$ cat src/rtl/demux_router.sv
// Registered 1-to-4 demultiplexer with valid/ready on every side.
// One-entry holding register per channel; explicit or round-robin steering.
module demux_router #(
    parameter int DATA_W = 8,
    parameter int CNT_W  = 8
) (
    input  logic              clk,
    input  logic              rst_n,
    input  logic [DATA_W-1:0] in_data,
    input  logic [1:0]        in_sel,
    input  logic              in_rr,
    input  logic              in_valid,
    output logic              in_ready,
    output logic [DATA_W-1:0] out_data0,
    output logic [DATA_W-1:0] out_data1,
    output logic [DATA_W-1:0] out_data2,
    output logic [DATA_W-1:0] out_data3,
    output logic [3:0]        out_valid,
    input  logic [3:0]        out_ready,
    output logic [1:0]        rr_ptr,
    output logic [CNT_W-1:0]  acc_cnt
);

    logic [DATA_W-1:0] dreg [4];
    logic [1:0]        tgt;
    logic              accept;
    logic [3:0]        load;
    logic [3:0]        drain;

    assign tgt      = in_rr ? rr_ptr : in_sel;
    assign in_ready = rst_n & (~out_valid[tgt] | out_ready[tgt]);
    assign accept   = in_valid & in_ready;
    assign drain    = out_valid & out_ready;

    always_comb begin
        load = 4'b0000;
        if (accept) begin
            load[tgt] = 1'b1;
        end
    end

    always_ff @(posedge clk) begin
        if (!rst_n) begin
            out_valid <= '0;
            rr_ptr    <= '0;
            acc_cnt   <= '0;
            for (int k = 0; k < 4; k++) begin
                dreg[k] <= '0;
            end
        end else begin
            // a load into a draining channel keeps it full with the new word
            for (int k = 0; k < 4; k++) begin
                if (load[k]) begin
                    dreg[k]      <= in_data;
                    out_valid[k] <= 1'b1;
                end else if (drain[k]) begin
                    out_valid[k] <= 1'b0;
                end
            end
            if (accept) begin
                acc_cnt <= acc_cnt + 1'b1;
                if (in_rr) begin
                    rr_ptr <= rr_ptr + 2'd1;
                end
            end
        end
    end

    assign out_data0 = dreg[0];
    assign out_data1 = dreg[1];
    assign out_data2 = dreg[2];
    assign out_data3 = dreg[3];

endmodule
$ cat config.mk
export PLATFORM = sky130hd
export DESIGN_NAME = demux_router
export DESIGN_NICKNAME = d
export VERILOG_FILES = /design/src/rtl/demux_router.sv
export SDC_FILE = /design/constraint.sdc
export NUM_CORES = 1
export LEC_CHECK = 0
export CORE_UTILIZATION = 49
export CTS_CLUSTER_DIAMETER = 50
export DETAILED_ROUTE_END_ITERATION = 12
export PLACE_DENSITY_LB_ADDON = 0.15
export SYNTH_ARGS = -nofsm -noshare
export SYNTH_HDL_FRONTEND = slang
export SYNTH_SLANG_ARGS = --single-unit
$ cat constraint.sdc
create_clock -name clk -period 4.2 [get_ports clk]
set_input_delay 0.84 -clock clk [delete_from_list [all_inputs] [get_ports clk]]
set_output_delay 0.84 -clock clk [all_outputs]
set_load 0.03 [all_outputs]
==> impl_results.md, run 1 <==
* # clock sinks at 46
* Slowest stage delay, CP at 690 ps
* Clk_lat worst skew at 290 ps
* Fin Setup TNS at 0 ps
* Drt drc at 0
* Share of layout cells above drive strength 1 at 0.0769
* I/O Pins at 65
* Final GP Congestion at roughly 0.82
* Crit path time final at 3750 ps
* Final worst-path setup slack at 448 ps
* Run status: finished, final reports clean
* Pre-CTS setup slack at 483 ps
* Clock skew at 6.68 ps
* Max-slew headroom at 0.465
* Largest net degree at the start of global routing at 15
* WL final at 3.93 mm
* 1st-iter DRT viols at 51
* Final Cycle Share at 0.893
* Main combinational cell family by area after synthesis: simple AND/OR/NAND/NOR gates
* Synth top area share at 0.492
* Area delta synth->final at 42.1%
* Fillcell total at 276
* DP HPWL at 2.94 mm
* Crit-path most repeated cell: clkdlybuf4s50_1
* HP Class: reg -> reg
* Number of global-route vias before repair at 1355
* Synth top area cells: edfxtp_1, dfxtp_1, and2_1, nand3_1, nand2_1
* Post-Syn Area at 1950 um2
* Post-CTS Setup Inserts at 0
* First drt pass iteration count at 5
* Max Cap Viol at 0
* Cts repair resizes at 0
* Buffers and inverters on the worst path at 2
* Slew Limit Fails at 0
* Compound-gate portion of the synthesized area at 0.0589
* Crit path max fanout at 6
* Wire per inst at between 10 and 15 um
* Leakage at around 0.0010 uW
* Synth cell types at 27
* Post-synthesis xor/xnor area fraction at 0.00448
* Setup CP Type: in -> out
* CTS root buf: clkbuf_8
* Final Net Count at 252
* H-tree Lvls at 2
* Pwr Total at ~1000 uW
* Post-synth top cells: and2_1, edfxtp_1, dfxtp_1
* Peak VDD IR at about 0.17 mV
* Mux cell area share after synthesis at 0.0474
* I/O Buffers at 64
* Unrepaired setup endpoints after global routing: false
* Synth Area in Simple Gates at 0.232
* Adder-cell share of the synthesized area at 0.00640
* Routed vias at 1424
* Total CTS buffers at 5
* Final hold viol count at 0
* Yosys top cell by area: edfxtp_1
* CP startpoint kind: primary input
* Max frequency at 266 MHz
* Synth Net Count at 180
* Most common cell in the netlist: and2_1
* CTS tree: done
* Ys Warns at 0
* Vias per cell at 5.05
* Post-route ant nets at 0
* Cell count after placement at 274
* Global-route wire length before repair at 6.09 mm
* # diodes at 0
* #FFs+latches synth at 46
* Critical Path, Cell by Cell: clkdlybuf4s50_1, mux2_2, nand2_1, nand3_1, a21oi_1, clkdlybuf4s50_1
* Gr ovfl total at 0
* Gr usage total at 0.199
* Initial antenna violation count at 0
* Worst path required time at 3360 ps
* Post-route cell area at 2780 um2
* CORE AREA at 3740 um2
* Setup violations, final at 0
* Die width at 65.2 um
* Worst-Margin Slew at 796 ps
* Reg clk slew, reported paths at ~80 ps
* Num rows at 22
* Die height at ~65 um
* Seq/Total Area, Yosys at 0.635
* Number of synthesized flops with an enable pin at 32
* Delay-heaviest family, CP: buffers and inverters
* Mean Syn Cell Area at 12.1 um2
* Number of hold buffers added after CTS at 0
* Placed cell areas at 2670 um2
* Ys async rst share at 0
* Cell Pwr Density at 362 nW/um2
* Crit-path slowest cell: clkdlybuf4s50_1
* Final non-filler cell total at 282
* Initial Util at 0.522
* Primary FF master, synth: edfxtp_1
* CP arrival at just under 3000 ps
* CTS max path bufs at 2
* Synthesized instance count at 161
* Type of destination of the critical path: primary output
* Die Area at 4250 um2
-- logic make-up (layout without fill, tap and decap cells) --
| group | count (synthesis) | after routing |
|---|---|---|
| simple gates | 83 | 83 |
| flops | 46 | 46 |
| compound gates | 16 | 16 |
| mux | 8 | 8 |
| buf+inv | 6 | 79 |
| fa+ha+maj | 1 | 1 |
| xor+xnor | 1 | 1 |
-- tightest hold or removal path: stages, from the launching register on --
cell and delay (ps):
dfxtp_1 320, o21ai_0 70, a21oi_1 70
-- cell usage in the layout, fill, tap and decap left out, drive strengths merged, types with 2 or more instances in the layout --
cell type / Yosys / final
clkdlybuf4s50: 0 / 64
and2: 33 / 33
edfxtp: 32 / 32
dfxtp: 14 / 14
nand2: 11 / 11
nand3: 9 / 9
nor2: 9 / 9
a21oi: 7 / 7
nand2b: 6 / 6
clkbuf: 2 / 6
mux2i: 4 / 4
nor2b: 4 / 4
nor3: 4 / 4
o21ai: 4 / 4
buf: 1 / 4
mux2: 4 / 4
inv: 3 / 3
or3: 3 / 3
and3: 2 / 2
a21o: 2 / 2
-- per-stage QoR --
| step | hold WS [ps] | util |
|---|---|---|
| finish | 512 | 0.742 |
| global placement | 471 | 0.712 |
| detailed placement | 508 | 0.712 |
| CTS | 515 | 0.742 |
| floorplan | 602 | - |
| global route | 548 | 0.742 |
-- worst paths after layout --
kind	end	start	slack, ps	cells past startpoint
min	acc_cnt[7]$_SDFFE_PN0P_	acc_cnt[7]$_SDFFE_PN0P_	510	2
max reg2reg	dreg[3][3]$_SDFFCE_PN0P_	rr_ptr[0]$_SDFFE_PN0P_	2050	4
min reg2reg	acc_cnt[7]$_SDFFE_PN0P_	acc_cnt[7]$_SDFFE_PN0P_	510	2
max	in_ready	in_rr	450	6
-- flip-flops by register name, summed over array words and instances, names as in the netlist --
| name | cells |
|---|---|
| dreg | 32 |
| acc_cnt | 8 |
| out_valid | 4 |
| rr_ptr | 2 |
-- final cells by class --
cell class | count | area, um2 | share of cell area
multi-input combinational | 109 | 683 | 0.246
tap | 48 | 60.1 | 0.0216
clock buffer | 6 | 72.6 | 0.0261
clock inverter | 2 | 37.5 | 0.0135
inverter | 3 | 11.3 | 0.00406
timing repair buffer | 68 | 671 | 0.242
sequential | 46 | 1240 | 0.447
-- power by group --
group | internal [uW] | total [uW] | switching (uW) | leakage, uW
clock network | 178 | 321 | 144 | 0.0000514
logic | 70.8 | 165 | 93.8 | 0.000545
registers | 508 | 518 | 10.5 | 0.000447
total | 756 | 1000 | 248 | 0.00104
-- metal layers --
metal | track usage | wire, um | vias up
li1 | - | - | 705
met1 | 0.213 | 1570 | 668
met2 | 0.370 | 2130 | 49
met3 | 0.0434 | 202 | 2
met4 | 0.0897 | 27 | 0
met5 | 0 | 0 | -
(Power assumes the default switching activity.)
==> inputs of run 2 (changes only) <==
--- a/config.mk
+++ b/config.mk
@@ -5,7 +5,7 @@
 export SDC_FILE = /design/constraint.sdc
 export NUM_CORES = 1
 export LEC_CHECK = 0
-export CORE_UTILIZATION = 49
+export CORE_UTILIZATION = 45
 export CTS_CLUSTER_DIAMETER = 50
 export DETAILED_ROUTE_END_ITERATION = 12
 export PLACE_DENSITY_LB_ADDON = 0.15
==> constraint.sdc (replaced) <==
create_clock -name clk -period 3.6 [get_ports clk]
set_input_delay 0.72 -clock clk [delete_from_list [all_inputs] [get_ports clk]]
set_output_delay 0.72 -clock clk [all_outputs]
set_load 0.03 [all_outputs]
==> impl_results.md, run 2 (synthesis results as in run 1) <==
* Run status: finished, final reports clean (unchanged)
* Largest net degree at the start of global routing at 16 (was 15)
* Crit path time final at 3400 ps
* Setup violations, final at 0 (unchanged)
* DP HPWL at 3.01 mm (was 2.94 mm)
* Origin of the critical flop-to-flop path: rr_ptr[0]$_SDFFE_PN0P_ (unchanged)
* Critical Path, Cell by Cell: clkdlybuf4s50_1, buf_4, mux2i_1, nand3_1, a21oi_1, clkdlybuf4s50_1 (was clkdlybuf4s50_1, mux2_2, nand2_1, nand3_1, a21oi_1, clkdlybuf4s50_1)
* Largest regs: dreg x32, acc_cnt x8, out_valid x4 (unchanged)
* Routing usage on met2 at 0.350 (was 0.370)
* I/O Pins at 65 (unchanged)
* Die height at 67.9 um (was 65.2 um)
* Largest register FFs at 32 (unchanged)
* Routed vias at 1457 (was 1424)
* Number of global-route vias before repair at 1391 (was 1355)
* Initial Util at 0.478 (was 0.522)
* Setup CP Type: in -> out (unchanged)
* Final GP Congestion at 0.920 (was 0.816)
* Pre-CTS setup slack at 220 ps (was 483 ps)
* Die Area at 4610 um2 (was 4250 um2)
* Worst path required time at 2880 ps (was 3360 ps)
* Slew Limit Fails at 0 (unchanged)
* Commonest cells after routing, fill and taps aside: clkdlybuf4s50_1, and2_1, edfxtp_1, dfxtp_1, nand2_1 (unchanged)
* Initial antenna violation count at 0 (unchanged)
* Final hold viol count at 0 (unchanged)
* Cell Pwr Density at 399 nW/um2 (was 362 nW/um2)
* Global-route wire length before repair at 6.20 mm (was 6.09 mm)
* Max-slew headroom at 0.490 (was 0.465)
* Delay-heaviest family, CP: buffers and inverters (unchanged)
* Post-CTS Setup Inserts at 0 (unchanged)
* First drt pass iteration count at 4 (was 5)
* Die width at 67.9 um (was 65.2 um)
* Top Usage Layer GRT: met2 (unchanged)
* Slowest stage delay, CP at 690 ps (about the same)
* CTS root buf: clkbuf_8 (unchanged)
* Share of layout cells above drive strength 1 at 0.0851 (was 0.0769)
* Fin Setup TNS at 0 ps (unchanged)
* Placed cell areas at 2680 um2 (was 2670 um2)
* Vias per cell at 5.11 (was 5.05)
* Gr ovfl total at 0 (unchanged)
* Biggest register: dreg (unchanged)
* Number of hold buffers added after CTS at 0 (unchanged)
* Post-route ant nets at 0 (unchanged)
* Fillcell total at 300 (was 276)
* 1st-iter DRT viols at 57 (was 51)
* Wire per inst at 13.7 um (was 13.9 um)
* CP startpoint kind: primary input (unchanged)
* Buffers and inverters on the worst path at 3 (was 2)
* Clock skew at 2.28 ps (was 6.68 ps)
* Max Cap Viol at 0 (unchanged)
* Reg clk slew, reported paths at 80 ps (about the same)
* WL final at 3.92 mm (was 3.93 mm)
* Max frequency at 294 MHz
* # clock sinks at 46 (unchanged)
* CTS max path bufs at 2 (unchanged)
* Multi-input logic area at 683 um2 (unchanged)
* Leakage at 0.00104 uW (about the same)
* HP Class: reg -> reg (unchanged)
* H-tree Lvls at 2 (unchanged)
* Type of destination of the critical path: primary output (unchanged)
* Hold Slack at 500 ps (was 512 ps)
* CORE AREA at 4090 um2 (was 3740 um2)
* Met3 capacity usage during global routing at 0.0433 (was 0.0434)
* Unrepaired setup endpoints after global routing: false (unchanged)
* Final Net Count at 253 (was 252)
* Sequential Area at 1240 um2 (unchanged)
* I/O Buffers at 64 (unchanged)
* Final worst-path setup slack at 202 ps (was 448 ps)
* Final Cycle Share at 0.944
* Drt drc at 0 (unchanged)
* Met1 usage at 0.201 (was 0.213)
* Worst-Margin Slew at 760 ps (was 796 ps)
* CP arrival at 2680 ps (was 2910 ps)
* Gr usage total at 0.184 (was 0.199)
* CTS tree: done (unchanged)
* Clk_lat worst skew at 290 ps (about the same)
* # diodes at 0 (unchanged)
* Crit-path slowest cell: clkdlybuf4s50_1 (unchanged)
* Cts repair resizes at 0 (unchanged)
* Num rows at 23 (was 22)
* Crit path from: in_rr (unchanged)
* Peak VDD IR at 0.294 mV (was 0.166 mV)
* Crit path max fanout at 4 (was 6)
* Crit-path most repeated cell: clkdlybuf4s50_1 (unchanged)
* Area delta synth->final at 41.5% (was 42.1%)
* Commonest non-fill, non-tap cell in the layout: clkdlybuf4s50_1 (unchanged)
* Total CTS buffers at 5 (unchanged)
* Post-route cell area at 2770 um2 (was 2780 um2)
* Worst Min Path Start: acc_cnt[7]$_SDFFE_PN0P_ (unchanged)
run 2: area by class of cell:
type                            count  share of cell area
Sequential cell                    46               0.449
Multi-Input combinational cell    109               0.247
Timing Repair Buffer               69               0.245
Clock buffer                        5              0.0249
Tap cell                           50              0.0226
Clock inverter                      3             0.00769
Inverter                            3             0.00407
run 2: worst reg2reg max path, cell delays in order, from the launching register on:
cell      delay [ps]
dfxtp_1          410
mux2_2           240
nand3_1          120
nor3_1           610
nand2b_1         410
run 2: worst paths after layout:
check	to	slack (ps)	cells after the start
worst max-delay path	in_ready	200	6
worst min-delay path	acc_cnt[7]$_SDFFE_PN0P_	500	2
worst max register to register	dreg[3][4]$_SDFFCE_PN0P_	1480	4
worst min register to register	acc_cnt[7]$_SDFFE_PN0P_	500	2
run 2: power by group:
part | switching [uW] | total [uW] | internal [uW]
logic | 109 | 192 | 83.2
registers | 12.3 | 605 | 592
clock network | 169 | 305 | 136
run 2: routing by layer:
layer,share of wire,vias to the layer above,wire length [um]
li1,-,708,-
met1,0.40,693,1550
met2,0.54,54,2100
met3,0.064,2,252
met4,0.0049,0,19
met5,0,-,0
run 2: through the flow:
stage          std cells  power (uW)  utilization
2_1_floorplan        161         720            -
3_3_place_gp         277         805        0.655
3_5_place_dp         277         810        0.655
4_1_cts              285        1110        0.677
5_1_grt              285        1140        0.677
6_report             285        1100        0.677
==> variant (config.mk and constraints of run 2) <==
Change the parameter `CNT_W` from 8 to 7.
--- a/src/rtl/demux_router.sv
+++ b/src/rtl/demux_router.sv
@@ -4,3 +4,3 @@
     parameter int DATA_W = 8,
-    parameter int CNT_W  = 8
+    parameter int CNT_W  = 7
 ) (
Interface: changed (resized acc_cnt); port bits go from 65 to 64. The function was not compared with the original's and may differ.
==> variant against run 2 <==
Global-route usage down 0.69 points; sequential cell count down 1; design area down 0.41%; wire length down 6.0%; total power up 12%; sequential power down 1%; critical endpoint unchanged; area after synthesis down 2.2%; worst setup slack better by 260 ps.
==> variant: results (changes against run 2) <==
- Outcome: finished, final reports clean
- Layout cell share with drive strength beyond 1: 0.0913 (+0.00622)
- Critical Path Max Stage Delay: 570 ps (-120 ps)
- Critical Path End: in_ready
- Clk_skew: 3.00 ps (+0.717 ps)
- Vias per cell: 5.04 (-1.5%)
- Wire length on met1: 1480 microns (-4.3%)
- Vias in the first global route: 1,244 (-11%)
- Worst reg2reg endpoint: dreg[1][2]
- Met3 WL: 223 microns (-12%)
- Metal2 WL: 1830 microns (-13%)
- IO buf count: 63 (-1.6%)
- Lkg Pwr: 1.05 nW (+0.72%)
- H-Tree Depth: 2 (unchanged)
- 1st-iter DRT viols: 32 (-44%)
- Post-synth top cells: 33 x and2_1, 32 x edfxtp_1, 13 x dfxtp_1
- First-pass GRT wire length: 5620 microns (-9.5%)
- Seq/Total Area, Yosys: 0.639 (+0.00366)
- Dpl hpwl: 2870 microns (-4.9%)
- Largest net degree at the start of global routing: 24 (+8)
- Register area: 0.00122 sq mm (-1.6%)
- CP Data Arrival Time: 2420 ps (-260 ps)
- Area contributors post-synth: edfxtp_1 50%, dfxtp_1 14%, and2_1 11%
- Dpl cell area: 0.00262 sq mm (-2.2%)
- Maximum VDD drop: 0.211 mV (-28%)
- Syn_nets: 166 (-7.8%)
- Placer Congestion: 0.778 (-15%)
- Netlist cell types: 26 (-3.7%)
- Number of fill cells: 307 (+2.3%)
- CP max FO: 6 (+2)
- Flop2flop setup slack: 1550 ps (+70 ps)
- Gr usage total: 0.177 (-0.00694)
- Worst-Margin Slew: 472 ps (-288 ps)
- Layout Nets: 237 (-6.3%)
- Routed len/inst: 13.7 microns (-0.41%)
- Crit path max-delay family: multiplexers
-- variant: cell count changes in the layout (fill, tap and decap cells not counted), sizes merged, moves of 4 or more --
cell,delta
nor2,-9
o21a,+4
mux2i,+5
nand3,-6
a21oi,-6
nand2b,+4
-- variant: power breakdown --
part	total (mW)	internal, mW	switching, mW
registers	0.597	0.582	0.0145
logic	0.193	0.0849	0.108
clock network	0.449	0.279	0.169
total	1.24	0.946	0.292
-- variant: per-stage QoR --
stage,setup WS (ps),cells,hold slack (ps)
after CTS,463,269,475
after global placement,525,261,455
after detailed placement,460,261,464
final,464,269,474
after global routing,327,269,518
after floorplan,997,147,592
-- variant: area by class of cell --
type                       instances  area share
multi-input combinational        100       0.248
clock buffer                       5      0.0250
timing repair buffer              66       0.236
sequential                        45       0.443
clock inverter                     3      0.0250
tap                               50      0.0227
-- variant: how the worst min path moves through the flow --
stage | slack, ps | cells past startpoint | end | startpoint
floorplan | 590 | 2 | acc_cnt[6] | acc_cnt[6]
global placement | 460 | 2 | acc_cnt[6] | acc_cnt[6]
detailed placement | 460 | 2 | acc_cnt[6] | acc_cnt[6]
CTS | 480 | 2 | acc_cnt[6] | acc_cnt[6]
global route | 520 | 2 | acc_cnt[6] | acc_cnt[6]
finish | 470 | 2 | acc_cnt[6] | acc_cnt[6]
-- variant: metal layers --
metal | global-route usage | vias up
li1 | - | 663
met1 | 0.195 | 617
met2 | 0.301 | 60
met3 | 0.0422 | 15
met4 | 0.122 | 0
met5 | 0 | -
-- variant: cell families (layout without fill, tap and decap cells) --
kind of cell,count (synthesis),in the layout,share of synthesized area
muxes,11,11,0.0609
and+or+nand+nor,74,74,0.240
DFF,45,45,0.639
adders and majority gates,1,1,0.00654
xor gates and xnor gates,1,1,0.00458
buffers and inverters,2,74,0.00393
AOI/OAI and AO/OA,13,13,0.0452
